$ cat src/rtl/verificador_paridade_serial_if.sv
// Bus bundle for the serial parity receiver: serial bit stream in, checked words out.
interface verificador_paridade_serial_if #(
    parameter int DATA_W = 8,
    parameter int CNT_W  = 8
);
    logic              bit_in;
    logic              bit_valid;
    logic              sof;
    logic              clr_count;
    logic [DATA_W-1:0] data_out;
    logic              data_valid;
    logic              parity_err;
    logic              frame_abort;
    logic [CNT_W-1:0]  err_count;

    modport master (
        output bit_in, bit_valid, sof, clr_count,
        input  data_out, data_valid, parity_err, frame_abort, err_count
    );

    modport slave (
        input  bit_in, bit_valid, sof, clr_count,
        output data_out, data_valid, parity_err, frame_abort, err_count
    );
endinterface

$ cat src/rtl/verificador_paridade_serial.sv
// Receive end of the parity link: deserialises DATA_W data bits (LSB first) plus a
// trailing parity bit, flags parity failures and keeps a saturating failure count.
module verificador_paridade_serial #(
    parameter int DATA_W     = 8,
    parameter int PARITY_ODD = 0,
    parameter int CNT_W      = 8
) (
    input logic clk,
    input logic rst,
    verificador_paridade_serial_if.slave bus
);
    localparam int CW = $clog2(DATA_W + 1);
    localparam logic [CW-1:0]    CNT_LAST = CW'(DATA_W);
    localparam logic [CW-1:0]    CNT_ONE  = CW'(1);
    localparam logic [CNT_W-1:0] ERR_ONE  = CNT_W'(1);
    localparam logic [CNT_W-1:0] ERR_MAX  = {CNT_W{1'b1}};
    localparam logic             ODD_BIT  = 1'(PARITY_ODD);

    typedef enum logic [0:0] {IDLE = 1'b0, RECV = 1'b1} state_t;

    state_t            state_r;
    logic [CW-1:0]     cnt_r;
    logic [DATA_W-1:0] shift_r;
    logic              last_bit_s;
    logic              err_now_s;

    function automatic logic parity_fail(input logic [DATA_W-1:0] d, input logic p);
        return (^{p, d}) ^ ODD_BIT;
    endfunction

    // Detects the cycle in which the parity bit of a frame is accepted, and whether it fails.
    always_comb begin
        last_bit_s = 1'b0;
        err_now_s  = 1'b0;
        if (state_r == RECV && bus.bit_valid && !bus.sof && cnt_r == CNT_LAST) begin
            last_bit_s = 1'b1;
            err_now_s  = parity_fail(shift_r, bus.bit_in);
        end else begin
            last_bit_s = 1'b0;
            err_now_s  = 1'b0;
        end
    end

    // Frame FSM, deserialiser, registered result outputs and error counter.
    always_ff @(posedge clk or posedge rst) begin
        if (rst) begin
            state_r          <= IDLE;
            cnt_r            <= '0;
            shift_r          <= '0;
            bus.data_out     <= '0;
            bus.data_valid   <= 1'b0;
            bus.parity_err   <= 1'b0;
            bus.frame_abort  <= 1'b0;
            bus.err_count    <= '0;
        end else begin
            bus.data_valid  <= 1'b0;
            bus.frame_abort <= 1'b0;
            if (bus.bit_valid) begin
                case (state_r)
                    IDLE: begin
                        if (bus.sof) begin
                            shift_r <= {bus.bit_in, {(DATA_W-1){1'b0}}};
                            cnt_r   <= CNT_ONE;
                            state_r <= RECV;
                        end else begin
                            state_r <= IDLE;
                        end
                    end
                    RECV: begin
                        if (bus.sof) begin
                            // A new sof drops the partial frame and starts over from bit 0.
                            bus.frame_abort <= 1'b1;
                            shift_r         <= {bus.bit_in, {(DATA_W-1){1'b0}}};
                            cnt_r           <= CNT_ONE;
                        end else if (last_bit_s) begin
                            bus.data_out   <= shift_r;
                            bus.parity_err <= err_now_s;
                            bus.data_valid <= 1'b1;
                            cnt_r          <= '0;
                            state_r        <= IDLE;
                        end else begin
                            shift_r <= {bus.bit_in, shift_r[DATA_W-1:1]};
                            cnt_r   <= cnt_r + CNT_ONE;
                        end
                    end
                    default: begin
                        state_r <= IDLE;
                        cnt_r   <= '0;
                    end
                endcase
            end else begin
                state_r <= state_r;
            end

            // Clear takes effect before the count, so a coincident error leaves 1.
            if (bus.clr_count) begin
                bus.err_count <= err_now_s ? ERR_ONE : '0;
            end else if (err_now_s && bus.err_count != ERR_MAX) begin
                bus.err_count <= bus.err_count + ERR_ONE;
            end else begin
                bus.err_count <= bus.err_count;
            end
        end
    end
endmodule

$ cat src/flat_wrapper.sv
// flat-port wrapper written by rule: the top's interface ports become plain ports
module verificador_paridade_serial_flat 
#(
    parameter int DATA_W     = 8,
    parameter int PARITY_ODD = 0,
    parameter int CNT_W      = 8
)
  (clk, rst, bus_bit_in, bus_bit_valid, bus_sof, bus_clr_count, bus_data_out, bus_data_valid, bus_parity_err, bus_frame_abort, bus_err_count);
  verificador_paridade_serial_if #(.DATA_W(DATA_W), .CNT_W(CNT_W)) bus_i ();
  input logic clk;
  input logic rst;
  input wire logic [$bits(bus_i.bit_in)-1:0] bus_bit_in;
  input wire logic [$bits(bus_i.bit_valid)-1:0] bus_bit_valid;
  input wire logic [$bits(bus_i.sof)-1:0] bus_sof;
  input wire logic [$bits(bus_i.clr_count)-1:0] bus_clr_count;
  output wire logic [$bits(bus_i.data_out)-1:0] bus_data_out;
  output wire logic [$bits(bus_i.data_valid)-1:0] bus_data_valid;
  output wire logic [$bits(bus_i.parity_err)-1:0] bus_parity_err;
  output wire logic [$bits(bus_i.frame_abort)-1:0] bus_frame_abort;
  output wire logic [$bits(bus_i.err_count)-1:0] bus_err_count;
  assign bus_i.bit_in = bus_bit_in;
  assign bus_i.bit_valid = bus_bit_valid;
  assign bus_i.sof = bus_sof;
  assign bus_i.clr_count = bus_clr_count;
  assign bus_data_out = bus_i.data_out;
  assign bus_data_valid = bus_i.data_valid;
  assign bus_parity_err = bus_i.parity_err;
  assign bus_frame_abort = bus_i.frame_abort;
  assign bus_err_count = bus_i.err_count;
  verificador_paridade_serial #(.DATA_W(DATA_W), .PARITY_ODD(PARITY_ODD), .CNT_W(CNT_W)) u_core (.clk(clk), .rst(rst), .bus(bus_i));
endmodule
$ cat config.mk
export PLATFORM = sky130hd
export DESIGN_NAME = verificador_paridade_serial_flat
export DESIGN_NICKNAME = d
export VERILOG_FILES = /design/src/rtl/verificador_paridade_serial_if.sv /design/src/rtl/verificador_paridade_serial.sv /design/src/flat_wrapper.sv
export SDC_FILE = /design/constraint.sdc
export NUM_CORES = 1
export LEC_CHECK = 0
export BUFFER_PORTS_ARGS = -buffer_cell sky130_fd_sc_hd__buf_2
export CORE_AREA = 5 5 60 62
export CTS_BUF_LIST = sky130_fd_sc_hd__clkbuf_4 sky130_fd_sc_hd__clkbuf_8
export DETAILED_ROUTE_END_ITERATION = 8
export DIE_AREA = 0 0 65 67
export PLACE_DENSITY = 0.77
export SETUP_SLACK_MARGIN = 0.15
export SLEW_MARGIN = 5
export SYNTH_ARGS = -nofsm -noshare
export SYNTH_HDL_FRONTEND = slang
export SYNTH_SLANG_ARGS = --single-unit
$ cat constraint.sdc
create_clock -name clk -period 3.44 [get_ports clk]
set_input_delay 0.344 -clock clk [delete_from_list [all_inputs] [get_ports clk]]
set_output_delay 0.344 -clock clk [all_outputs]
set_load 0.05 [all_outputs]
* Word-level counts from Yosys, hierarchy flattened
Index checks and enable logic that the tools add are counted.
Word-level totals: register bits 32, input port bits 6, output and inout bits 19, logic and storage cells 49
Cells by class: add/subtract/negate cells 2, equal/unequal tests 4, mux-type cells 23, bitwise gates (word level) 2, reduce and logical (&&, ||, !) cells 10
Operator list (count):
- 8-bit 2-to-1 mux | 5
- 8-bit one-hot mux with 2 select lines | 1
- 1-bit 2-to-1 mux | 12
- 4-bit 2-to-1 mux | 3
- 9-bit parity | 1
- 8-bit by 1-bit adder with 8-bit output (second input constant) | 1
- 8-bit != test (second input constant) | 1
- 4-bit one-hot mux with 2 select lines | 1
- 4-bit by 1-bit adder with 4-bit output (second input constant) | 1
- 4-bit == test (second input constant) | 1
- 1-bit logical AND | 4
- 4-bit AND reduction | 1
- 3-bit != test (second input constant) | 1
- 3-bit AND reduction | 1
- 2-bit != test (second input constant) | 1
- 1-bit NOT | 2
- 1-bit one-hot mux with 2 select lines | 1
- 2-bit AND reduction | 1
- 2-bit nonzero test | 1
- 1-bit zero test | 1

* Longest topological paths before layout
Gate-level depths: netlist of run 1.
depth in word-level cells 8, depth in mapped cells 9, gate-level depth less buffers 8

* Least setup slack after synthesis of run 1
Ideal clock, no wire load.
path type register -> register, start point register u_core.cnt_r[0], end point register u_core.bus.err_count[6], setup time 94 ps, arrival time 1895 ps, data required time 3346 ps, slack 1452 ps, cell stages (with the launch flop) 8, buffers on the path 1, period minus slack after synthesis 1988 ps, cells stage by stage dfrtp_1 inv_1 ha_1 nand2_1 or3_1 buf_6 or4_4 a221oi_2
On the way: cells in the longest elaborated chain, start to end 5
RTL lines:
- from (decl) | line verificador_paridade_serial.sv:22 | logic [CW-1:0] cnt_r;
- from (signal assigned) | line verificador_paridade_serial.sv:83 | cnt_r <= cnt_r + CNT_ONE;
- 4-bit == test | line verificador_paridade_serial.sv:35 | if (state_r == RECV && bus.bit_valid && !bus.sof && cnt_r == CNT_LAST) begin
- 1-bit logical AND | line verificador_paridade_serial.sv:35
- 1-bit 2-to-1 mux | line verificador_paridade_serial.sv:35
- 1-bit logical AND | line verificador_paridade_serial.sv:98 | end else if (err_now_s && bus.err_count != ERR_MAX) begin
- 2-bit nonzero test (no line)
- to (signal assigned) | line verificador_paridade_serial.sv:97 | bus.err_count <= err_now_s ? ERR_ONE : '0;
- to (signal assigned) | line verificador_paridade_serial.sv:99 | bus.err_count <= bus.err_count + ERR_ONE;
- to (signal assigned) | line verificador_paridade_serial.sv:101 | bus.err_count <= bus.err_count;
- to (decl) | line verificador_paridade_serial_if.sv:23 | output data_out, data_valid, parity_err, frame_abort, err_count
No other way between the ends. A chain may end at the register's enable or synchronous reset.

* Final worst setup path of run 1
start point register u_core.cnt_r[0], end point register u_core.bus.err_count[3]
The elaborated chain is that of the path after synthesis.

==> results of run 1 <==
[worst max path at each step]
stage,slack [ps],endpoint,startpoint
floorplan,1450,u_core.bus.err_count[6]$_DFFE_PP0P_,u_core.cnt_r[0]$_DFFE_PP0P_
global placement,1220,u_core.bus.err_count[3]$_DFFE_PP0P_,u_core.cnt_r[0]$_DFFE_PP0P_
detailed placement,1080,u_core.bus.err_count[3]$_DFFE_PP0P_,u_core.cnt_r[0]$_DFFE_PP0P_
CTS,1070,u_core.bus.err_count[3]$_DFFE_PP0P_,u_core.cnt_r[0]$_DFFE_PP0P_
global route,890,u_core.bus.err_count[3]$_DFFE_PP0P_,u_core.cnt_r[0]$_DFFE_PP0P_
finish,1080,u_core.bus.err_count[3]$_DFFE_PP0P_,u_core.cnt_r[0]$_DFFE_PP0P_
[power by group through the flow]
stage | clock network [mW] | logic [mW] | registers [mW]
floorplan | 0 | 0.0630 | 0.408
global placement | 0 | 0.0871 | 0.407
detailed placement | 0 | 0.0911 | 0.408
CTS | 0.247 | 0.0920 | 0.400
global route | 0.267 | 0.104 | 0.402
finish | 0.242 | 0.0920 | 0.400
[worst max-delay path, stage by stage, from the launching register on]
cell      delay, ps
dfrtp_1         420
inv_1            90
ha_1            170
nand2_1          70
or3_1           580
clkinv_4        210
nand3_2         100
or4_1           510
a21oi_1         150
[flip-flops by register name (all words and copies together) (netlist names)]
register / flops
u_core.bus.data_out: 8
u_core.bus.parity_err: 1
u_core.bus.data_valid: 1
u_core.state_r: 1
u_core.bus.err_count: 8
u_core.bus.frame_abort: 1
u_core.shift_r: 8
u_core.cnt_r: 4
[layout by cell type (no fill, tap or decap), types with 4 or more instances in the layout]
cell type | Yosys | routed
inv_1 | 8 | 8
nand3_1 | 4 | 4
nand2_1 | 45 | 45
xnor2_1 | 5 | 5
a21oi_1 | 8 | 8
buf_2 | 1 | 24
o21ai_0 | 12 | 12
o31ai_1 | 6 | 6
clkbuf_4 | 0 | 7
dfrtp_1 | 32 | 32
or4_1 | 4 | 4
[through the flow]
stage,std cells,power [mW],hold slack [ps],setup WS [ps],cell area [µm²]
3_3_place_gp,217,0.494,439,1220,1710
2_1_floorplan,164,0.471,437,1450,1570
6_report,225,0.735,63.6,1080,1780
3_5_place_dp,217,0.499,446,1080,1710
4_1_cts,225,0.739,71.7,1070,1780
5_1_grt,225,0.774,94.5,887,1780
[kinds of logic (layout without fill, tap and decap cells)]
group,Yosys count,count (layout),share of synthesized area (%)
adders and majority gates,3,3,2.39
buffers and inverters,15,43,4.47
muxes,1,1,0.718
and+or+nand+nor,73,73,22.5
AOI/OAI and AO/OA,33,33,13.6
DFF,32,32,51.1
xor gates and xnor gates,7,7,5.27
[synthesized netlist by cell type (2+ instances only)]
master    number  area share [%]
nand2_1       45              11
dfrtp_1       32              51
o21ai_0       12             3.8
a21oi_1        8             2.6
inv_1          8             1.9
o31ai_1        6             2.9
xnor2_1        5             2.8
nand3_1        4             1.3
or4_1          4             1.9
clkbuf_1       3            0.72
ha_1           3             2.4
nand4_1        3             1.2
nor2_1         3            0.72
a22o_1         2             1.1
and4_1         2             1.1
nand2b_1       2            0.80
nor4_1         2            0.80
or3_1          2            0.80
[cell type report]
| cell class | count | area, µm² |
|---|---|---|
| Tap cell | 33 | 41.3 |
| Timing Repair Buffer | 26 | 135 |
| Fill cell | 266 | 1200 |
| Inverter | 9 | 38.8 |
| Clock buffer | 8 | 66.3 |
| Multi-Input combinational cell | 117 | 697 |
| Sequential cell | 32 | 801 |
[metal layers]
metal / part of all wire, % / wire length (µm)
met5: 0 / 0
met4: 2.2 / 72
met3: 6.4 / 205
met2: 48 / 1540
met1: 43 / 1400
==> impl_metrics.csv, run 1 <==
group,metric,value,unit
grt,grt_usage,16.9,%
floorplanning,die_area,0.00436,mm²
synth,synth_fp_nets,173,
timing,fin_tns_setup,0,ps
power,p_comb_share,12.5,%
power,pwr-share-clk,33.0,%
cts,root_buffer,"clkbuf_4",
final_layout,fin_util,59.7,%
critical_path,cp_max_fo,16,
place,dp_hpwl,2.27,mm
critical_path,worstReg2RegEnd,"u_core.bus.err_count[3]$_DFFE_PP0P_",
grt,use_met1,19.9,%
final_layout,drive_gt1_share,21.4,%
cts,cts_hold_buffers,0,
critical_path,critical_path_required,3720,ps
synth,syn_area,0.00157,mm²
cts,clockBufferDepth,2,
critical_path,path_class,"flop to flop",
timing,period_share,68.6,%
floorplanning,ios,25,
cts,htreeDepth,2,
synth,yosysWarnings,0,
route,postRouteAntennaNets,0,
cts,cts.sinks,32,
status,status,"finished, final reports clean",
final_layout,layout.nets,200,
timing,period_needed,2360,ps
cts,cts_resized,0,
critical_path,worstPathArrival,2640,ps
timing,finalHoldViolations,0,
timing,slew_headroom,60.4,%
place,io_buffer_count,24,
synth,synthArstFlopShare,100,%
timing,fmax,423,MHz
job,maxCapViolCount,0,
power,leakage,0.874,nW
critical_path,cp-end-kind,"flop",
place,gp_congestion,0.986,
route,dr.pass1.iters,4,
power,power_density,413,mW/mm²
synth,synth_top_flop_cell,"dfrtp_1",
critical_path,startpoint_type,"flop",
grt,grt_pass1_wl,5.43,mm
power,p_int,0.537,mW
route,drc,0,
grt,gr-usage-met3,4.55,%
power,seqPwrFrac,54.5,%
synth,syn_avg_cell_area,9.56,µm²
grt,globalRouteMet2Util,27.3,%
timing,tightest_slew,594,ps
grt,antenna_found_initial,0,
cts,clk_latency,340,ps
route,wl_per_cell,14.3,µm
route,drt_iter0_drc,69,
synth,synth_edf_count,0,
power,switching_power,0.197,mW
route,dr_total_vias,1272,
cts,cts_buffers,5,
floorplanning,start_util,52.6,%
power,irDropWorstVdd,0.265,mV
power,switching_share,26.9,%
critical_path,rr_worst_depth,8,
timing,skew,11.5,ps
critical_path,r2r-start,"u_core.cnt_r[0]$_DFFE_PP0P_",
final_layout,n_antenna_cell,0,
final_layout,area_growth,13.5,%
grt,top_usage_layer,"met2",
grt,grt_max_degree,33,
cts,cts.clk_slew.worst_paths,100,ps
synth,seq_area_frac_synth,51.1,%
timing,rsz0062_at_grt,"no",
route,via_per_inst,5.65,
synth,synthCells,164,
hold_path,hold_class,"primary input to asynchronous set/reset pin",
cts,cts_tree,"built",
synth,ys_ff_latch,32,
critical_path,ff2ff_setup_slack,1080,ps
floorplanning,die_y,67,µm
cts,cts_setup_buffers,0,
grt,gr-total-overflow,0,
synth,synth_cell_types,36,
timing,slew_violations,0,
timing,setup_viol,0,
floorplanning,std_cell_rows,20,
floorplanning,die_x,65,µm
route,finalWirelength,3.21,mm
floorplanning,fp.coreArea,0.00298,mm²
grt,first_global_vias,1190,
No activity file was read; power rests on OpenSTA's default activity.
==> run 2, diff against run 1 <==
Settings changed: ABC_AREA set to 1, CORE_AREA 5 5 60 62 to 5 5 61 63, DIE_AREA 0 0 65 67 to 0 0 66 68, PLACE_DENSITY 0.77 to 0.78.
Clock period 3.44 ns to 2.4 ns, I/O delays scaled along.
==> impl_metrics.csv, run 2 <==
group,metric,value,unit
status,status,"finished, final reports clean",
critical_path,worstPathArrival,2080,ps
critical_path,cp_num_buf_inv,1,
floorplanning,fp.coreArea,0.00318,mm²
final_layout,reg.largest.list,"u_core.bus.data_out x8, u_core.bus.err_count x8, u_core.shift_r x8",
timing,skew,6.31,ps
critical_path,cp_top_family,"simple AND/OR/NAND/NOR gates",
hold_path,min_to,"u_core.state_r$_DFFE_PP0P_",
cts,clk_latency,330,ps
synth,synth_top_area_share,48.5,%
route,drc,0,
timing,fmax,549,MHz
grt,grt_pass1_wl,5.69,mm
critical_path,startpoint_type,"flop",
synth,synth_top_flop_cell,"dfrtp_1",
route,finalWirelength,3.17,mm
synth,synth_commonest_cells,"nand2_1, dfrtp_1, inv_1",
synth,synth_area_leaders,"dfrtp_1, nand2_1, nand3_1",
floorplanning,std_cell_rows,21,
power,irDropWorstVdd,0.336,mV
cts,cts.sinks,32,
floorplanning,die_x,66,µm
final_layout,area_growth,14.5,%
cts,cts_buffers,5,
route,dr.pass1.iters,4,
floorplanning,ios,25,
synth,syn_avg_cell_area,7.90,µm²
floorplanning,die_area,0.00449,mm²
synth,synthCells,209,
grt,antenna_found_initial,0,
timing,tightest_slew,802,ps
critical_path,ff2ff_setup_slack,580,ps
cts,clockBufferDepth,2,
hold_path,worstHoldStart,"bus_bit_valid",
hold_path,hold_class,"primary input to flop",
synth,synthArstFlopShare,100,%
synth,synth_fp_nets,218,
timing,period_needed,1820,ps
cts,root_buffer,"clkbuf_4",
synth,yosysTopAreaCell,"dfrtp_1",
synth,ys_ff_latch,32,
synth,synth_edf_count,0,
cts,cts_setup_buffers,0,
critical_path,cp-end-kind,"flop",
final_layout,mostFrequentLayoutCell,"nand2_1",
route,via_per_inst,4.95,
place,post_dp_cell_area,0.00182,mm²
place,dp_worst_setup_slack,571,ps
power,power_density,568,mW/mm²
grt,grt_max_degree,33,
cts,cts.clk_slew.worst_paths,90,ps
critical_path,rr_worst_depth,7,
route,dr_total_vias,1416,
final_layout,final_cell_mix,"nand2_1, dfrtp_1, buf_2",
power,leakage,1.02,nW
timing,fin_tns_setup,0,ps
synth,synth_cell_types,25,
cts,htreeDepth,2,
timing,slew_violations,0,
critical_path,cp_max_fo,17,
grt,globalRouteMet2Util,26.5,%
floorplanning,die_y,68,µm
route,wl_per_cell,11.1,µm
synth,yosysWarnings,0,
timing,hold_slack,126,ps
power,p_total,1.07,mW
critical_path,crit_chain,"inv_1 > ha_1 > nand3_1 > nor2_4 > nor2_1 > nand3_1 > o21ai_0",
critical_path,crit_path_frequent_cell,"nand3_1",
critical_path,path_class,"flop to flop",
critical_path,critical_path_required,2650,ps
grt,top_usage_layer,"met2",
grt,use_met1,20.9,%
final_layout,layout.nets,248,
timing,finalHoldViolations,0,
timing,rsz0062_at_grt,"no",
place,io_buffer_count,24,
grt,first_global_vias,1332,
cts,cts_tree,"built",
grt,gr-total-overflow,0,
critical_path,r2r-start,"u_core.cnt_r[0]$_DFFE_PP0P_",
cts,cts_hold_buffers,1,
critical_path,worstReg2RegEnd,"u_core.shift_r[3]$_DFFE_PP0P_",
place,gp_congestion,0.845,
final_layout,n_antenna_cell,0,
synth,post-synth-top-count-cell,"nand2_1",
timing,period_share,75.9,%
job,maxCapViolCount,0,
grt,grt_usage,16.8,%
timing,setup_viol,0,
timing,fin_ws,577,ps
timing,slew_headroom,46.3,%
critical_path,slowest_delay,620,ps
grt,gr-usage-met3,5.42,%
synth,seq_area_frac_synth,48.5,%
cts,cts_resized,0,
floorplanning,start_util,51.9,%
final_layout,final_cell_area,0.00189,mm²
hold_path,min_path_cells,2,
critical_path,slowest_stage,"nor2_1",
route,postRouteAntennaNets,0,
place,dp_hpwl,2.28,mm
synth,syn_area,0.00165,mm²
route,drt_iter0_drc,70,
final_layout,drive_gt1_share,18.3,%
-- run 2: cell types whose count changed after synthesis, moves of 6 or more --
cell	before	now
inv_1	8	23
nand2_1	45	63
nand3_1	4	22
nor2_1	3	11
o21ai_0	12	22
o31ai_1	6	0
-- run 2: cell families (layout without fill, tap and decap cells) --
group	after synthesis	in the layout	synth area share, %
and+or+nand+nor	113	113	31.3
DFF	32	32	48.5
buffers and inverters	29	60	7.20
AOI/OAI and AO/OA	28	28	8.64
xor gates and xnor gates	4	4	2.12
adders and majority gates	3	3	2.27
-- run 2: final cells by class --
type	count	area (µm²)
inverters	26	97.6
flip-flops and latches	32	801
well taps	46	57.6
repair buffers	26	138
fillers	301	1290
clock buffers	8	66.3
multi-input cells	148	732
-- run 2: routing by layer --
metal	vias up	share of wire, %
met5	-	0
met3	6	5.4
li1	737	-
met1	638	47
met2	35	45
met4	0	1.9
-- run 2: per-stage QoR --
step / util (%) / std cells
after floorplan: - / 209
after global placement: 57.1 / 277
after detailed placement: 57.1 / 277
after CTS: 59.5 / 286
after global routing: 59.5 / 286
final: 59.5 / 286
-- run 2: report_power, final --
group,total (mW),switching [mW],leakage (nW),internal [mW]
Clock,0.349,0.182,0.0394,0.167
Sequential,0.580,0.0212,0.437,0.559
Combinational,0.146,0.100,0.543,0.0460
Total,1.07,0.303,1.02,0.772
-- run 2: worst max path at each step --
stage                                                    from                                   to  slack (ps)  cells after the start
after floorplan           u_core.bus.err_count[0]$_DFFE_PP0P_  u_core.bus.err_count[5]$_DFFE_PP0P_         500                      9
final                             u_core.cnt_r[0]$_DFFE_PP0P_        u_core.shift_r[3]$_DFFE_PP0P_         580                      7
after global placement            u_core.cnt_r[0]$_DFFE_PP0P_          u_core.cnt_r[0]$_DFFE_PP0P_         640                      7
after CTS                         u_core.cnt_r[0]$_DFFE_PP0P_        u_core.shift_r[1]$_DFFE_PP0P_         560                      7
after global routing              u_core.cnt_r[0]$_DFFE_PP0P_        u_core.shift_r[6]$_DFFE_PP0P_         240                      7
after detailed placement          u_core.cnt_r[0]$_DFFE_PP0P_        u_core.shift_r[1]$_DFFE_PP0P_         570                      7
==> run 3, diff against run 2 <==
Clock period 2.4 ns to 1.8 ns, I/O delays scaled along.
==> impl_metrics.csv, run 3 (synthesized netlist as in run 2, its figures left out) <==
group,metric,value,unit
floorplanning,std_cell_rows,21,
place,gp_congestion,0.821,
timing,fin_tns_setup,0,ps
route,postRouteAntennaNets,0,
grt,grt_pass1_wl,5.69,mm
route,finalWirelength,3.67,mm
cts,cts.clk_slew.worst_paths,110,ps
critical_path,path_class,"flop to flop",
place,dp_hpwl,2.51,mm
grt,gr-total-overflow,0,
critical_path,cp_max_fo,7,
timing,fmax,636,MHz
final_layout,final_cell_area,0.00205,mm²
critical_path,startpoint_type,"flop",
critical_path,cp-startpoint,"u_core.cnt_r[0]$_DFFE_PP0P_",
final_layout,fin_util,64.6,%
timing,setup_viol,0,
timing,slew_violations,0,
job,maxCapViolCount,0,
final_layout,area_growth,24.3,%
grt,grt_max_degree,18,
critical_path,r2r-start,"u_core.cnt_r[0]$_DFFE_PP0P_",
timing,rsz0062_at_grt,"yes",
grt,grt_usage,17.1,%
route,drc,0,
floorplanning,die_x,66,µm
timing,period_needed,1570,ps
final_layout,final_cell_mix,"nand2_1, dfrtp_1, buf_2",
floorplanning,die_area,0.00449,mm²
route,dr_total_vias,1471,
floorplanning,ios,25,
place,io_buffer_count,24,
timing,slew_headroom,60.7,%
timing,tightest_slew,583,ps
cts,clockBufferDepth,2,
floorplanning,fp.coreArea,0.00318,mm²
final_layout,layout.nets,254,
final_layout,n_antenna_cell,0,
route,drt_iter0_drc,110,
place,dp_worst_setup_slack,15.4,ps
cts,root_buffer,"clkbuf_4",
route,via_per_inst,5.04,
timing,skew,9.30,ps
route,wl_per_cell,12.6,µm
critical_path,critical_path_required,2070,ps
timing,period_share,87.4,%
status,status,"finished, final reports clean",
power,power_density,787,mW/mm²
cts,cts.sinks,32,
final_layout,reg.largest.list,"u_core.bus.data_out x8, u_core.bus.err_count x8, u_core.shift_r x8",
cts,cts_buffers,5,
critical_path,cp-end-kind,"flop",
floorplanning,die_y,68,µm
cts,htreeDepth,2,
power,leakage,1.07,nW
grt,antenna_found_initial,0,
cts,clk_latency,330,ps
cts,cts_tree,"built",
timing,fin_ws,227,ps
timing,finalHoldViolations,0,
grt,first_global_vias,1250,
floorplanning,start_util,51.9,%
critical_path,worstPathArrival,1840,ps
place,post_dp_cell_area,0.00185,mm²
power,irDropWorstVdd,0.391,mV
final_layout,drive_gt1_share,28.5,%
final_layout,mostFrequentLayoutCell,"nand2_1",
route,dr.pass1.iters,4,
hold_path,worstHoldStart,"bus_bit_valid",
hold_path,hold_class,"primary input to flop",
-- run 3: changes by cell type in the layout (fill, tap and decap cells not counted), moves of 3 or more --
cell | before | now
nand3_2 | 0 | 3
nand2_1 | 63 | 58
dfrtp_2 | 0 | 4
buf_4 | 1 | 4
nand3_1 | 22 | 19
inv_2 | 2 | 5
dfrtp_1 | 32 | 28
nor2_1 | 11 | 8
inv_1 | 23 | 20
nand2_2 | 3 | 6
-- run 3: where the power goes --
| group | internal, mW | switching (mW) |
|---|---|---|
| sequential | 0.746 | 0.0289 |
| clock | 0.369 | 0.249 |
| combinational | 0.0703 | 0.153 |
-- run 3: metal layers --
metal	global-route usage (%)	vias to the layer above	part of all wire, %
met5	0	-	0
met4	6.09	0	1.3
met3	5.09	5	4.0
met2	27.2	25	49
met1	22.2	691	46
li1	-	750	-
-- run 3: layout make-up --
type | count | area (µm²)
fill | 262 | 1130
multi-input combinational | 149 | 811
sequential | 32 | 806
timing repair buffer | 30 | 175
inverter | 26 | 101
clock buffer | 7 | 65.1
tap | 46 | 57.6
clock inverter | 1 | 30.0
timing repair inverter | 1 | 7.51
-- run 3: timing repair --
| action | 4_1_cts | 5_1_grt |
|---|---|---|
| pin swaps | 0 | 4 |
| hold buffers | 1 | 0 |
| resized for setup | 1 | 21 |
| hold endpoints to repair | 10 | 0 |
| buffers inserted | 0 | 2 |
| setup endpoints to repair | 9 | 25 |
| gates cloned | 0 | 2 |
-- run 3: path summary, 6_finish.rpt --
path	end	slack (ps)	depth (start not counted)
setup reg to reg	u_core.bus.err_count[5]$_DFFE_PP0P_	230	9
max in group asynchronous	u_core.bus.err_count[0]$_DFFE_PP0P_	890	4
setup / recovery	u_core.bus.err_count[5]$_DFFE_PP0P_	230	9
min in group asynchronous	u_core.bus.data_out[6]$_DFFE_PP0P_	380	3
hold / removal	u_core.state_r$_DFFE_PP0P_	70	2
hold reg to reg	u_core.bus.data_out[0]$_DFFE_PP0P_	500	2
-- run 3: worst max-delay path: stages, from the launching register on --
cell,delay [ps]
dfrtp_1,420
inv_1,80
ha_1,160
nand3_2,100
nor2_4,170
buf_8,160
nand4_4,160
nand2_4,140
nand2_1,60
nand2_1,60
-- run 3: metrics by stage --
step	hold WS (ps)	power, mW	cells
6_report	69.1	1.62	292
2_1_floorplan	279	0.939	209
5_1_grt	70.7	1.70	292
3_3_place_gp	202	0.983	279
3_5_place_dp	202	0.988	279
4_1_cts	49.5	1.60	288
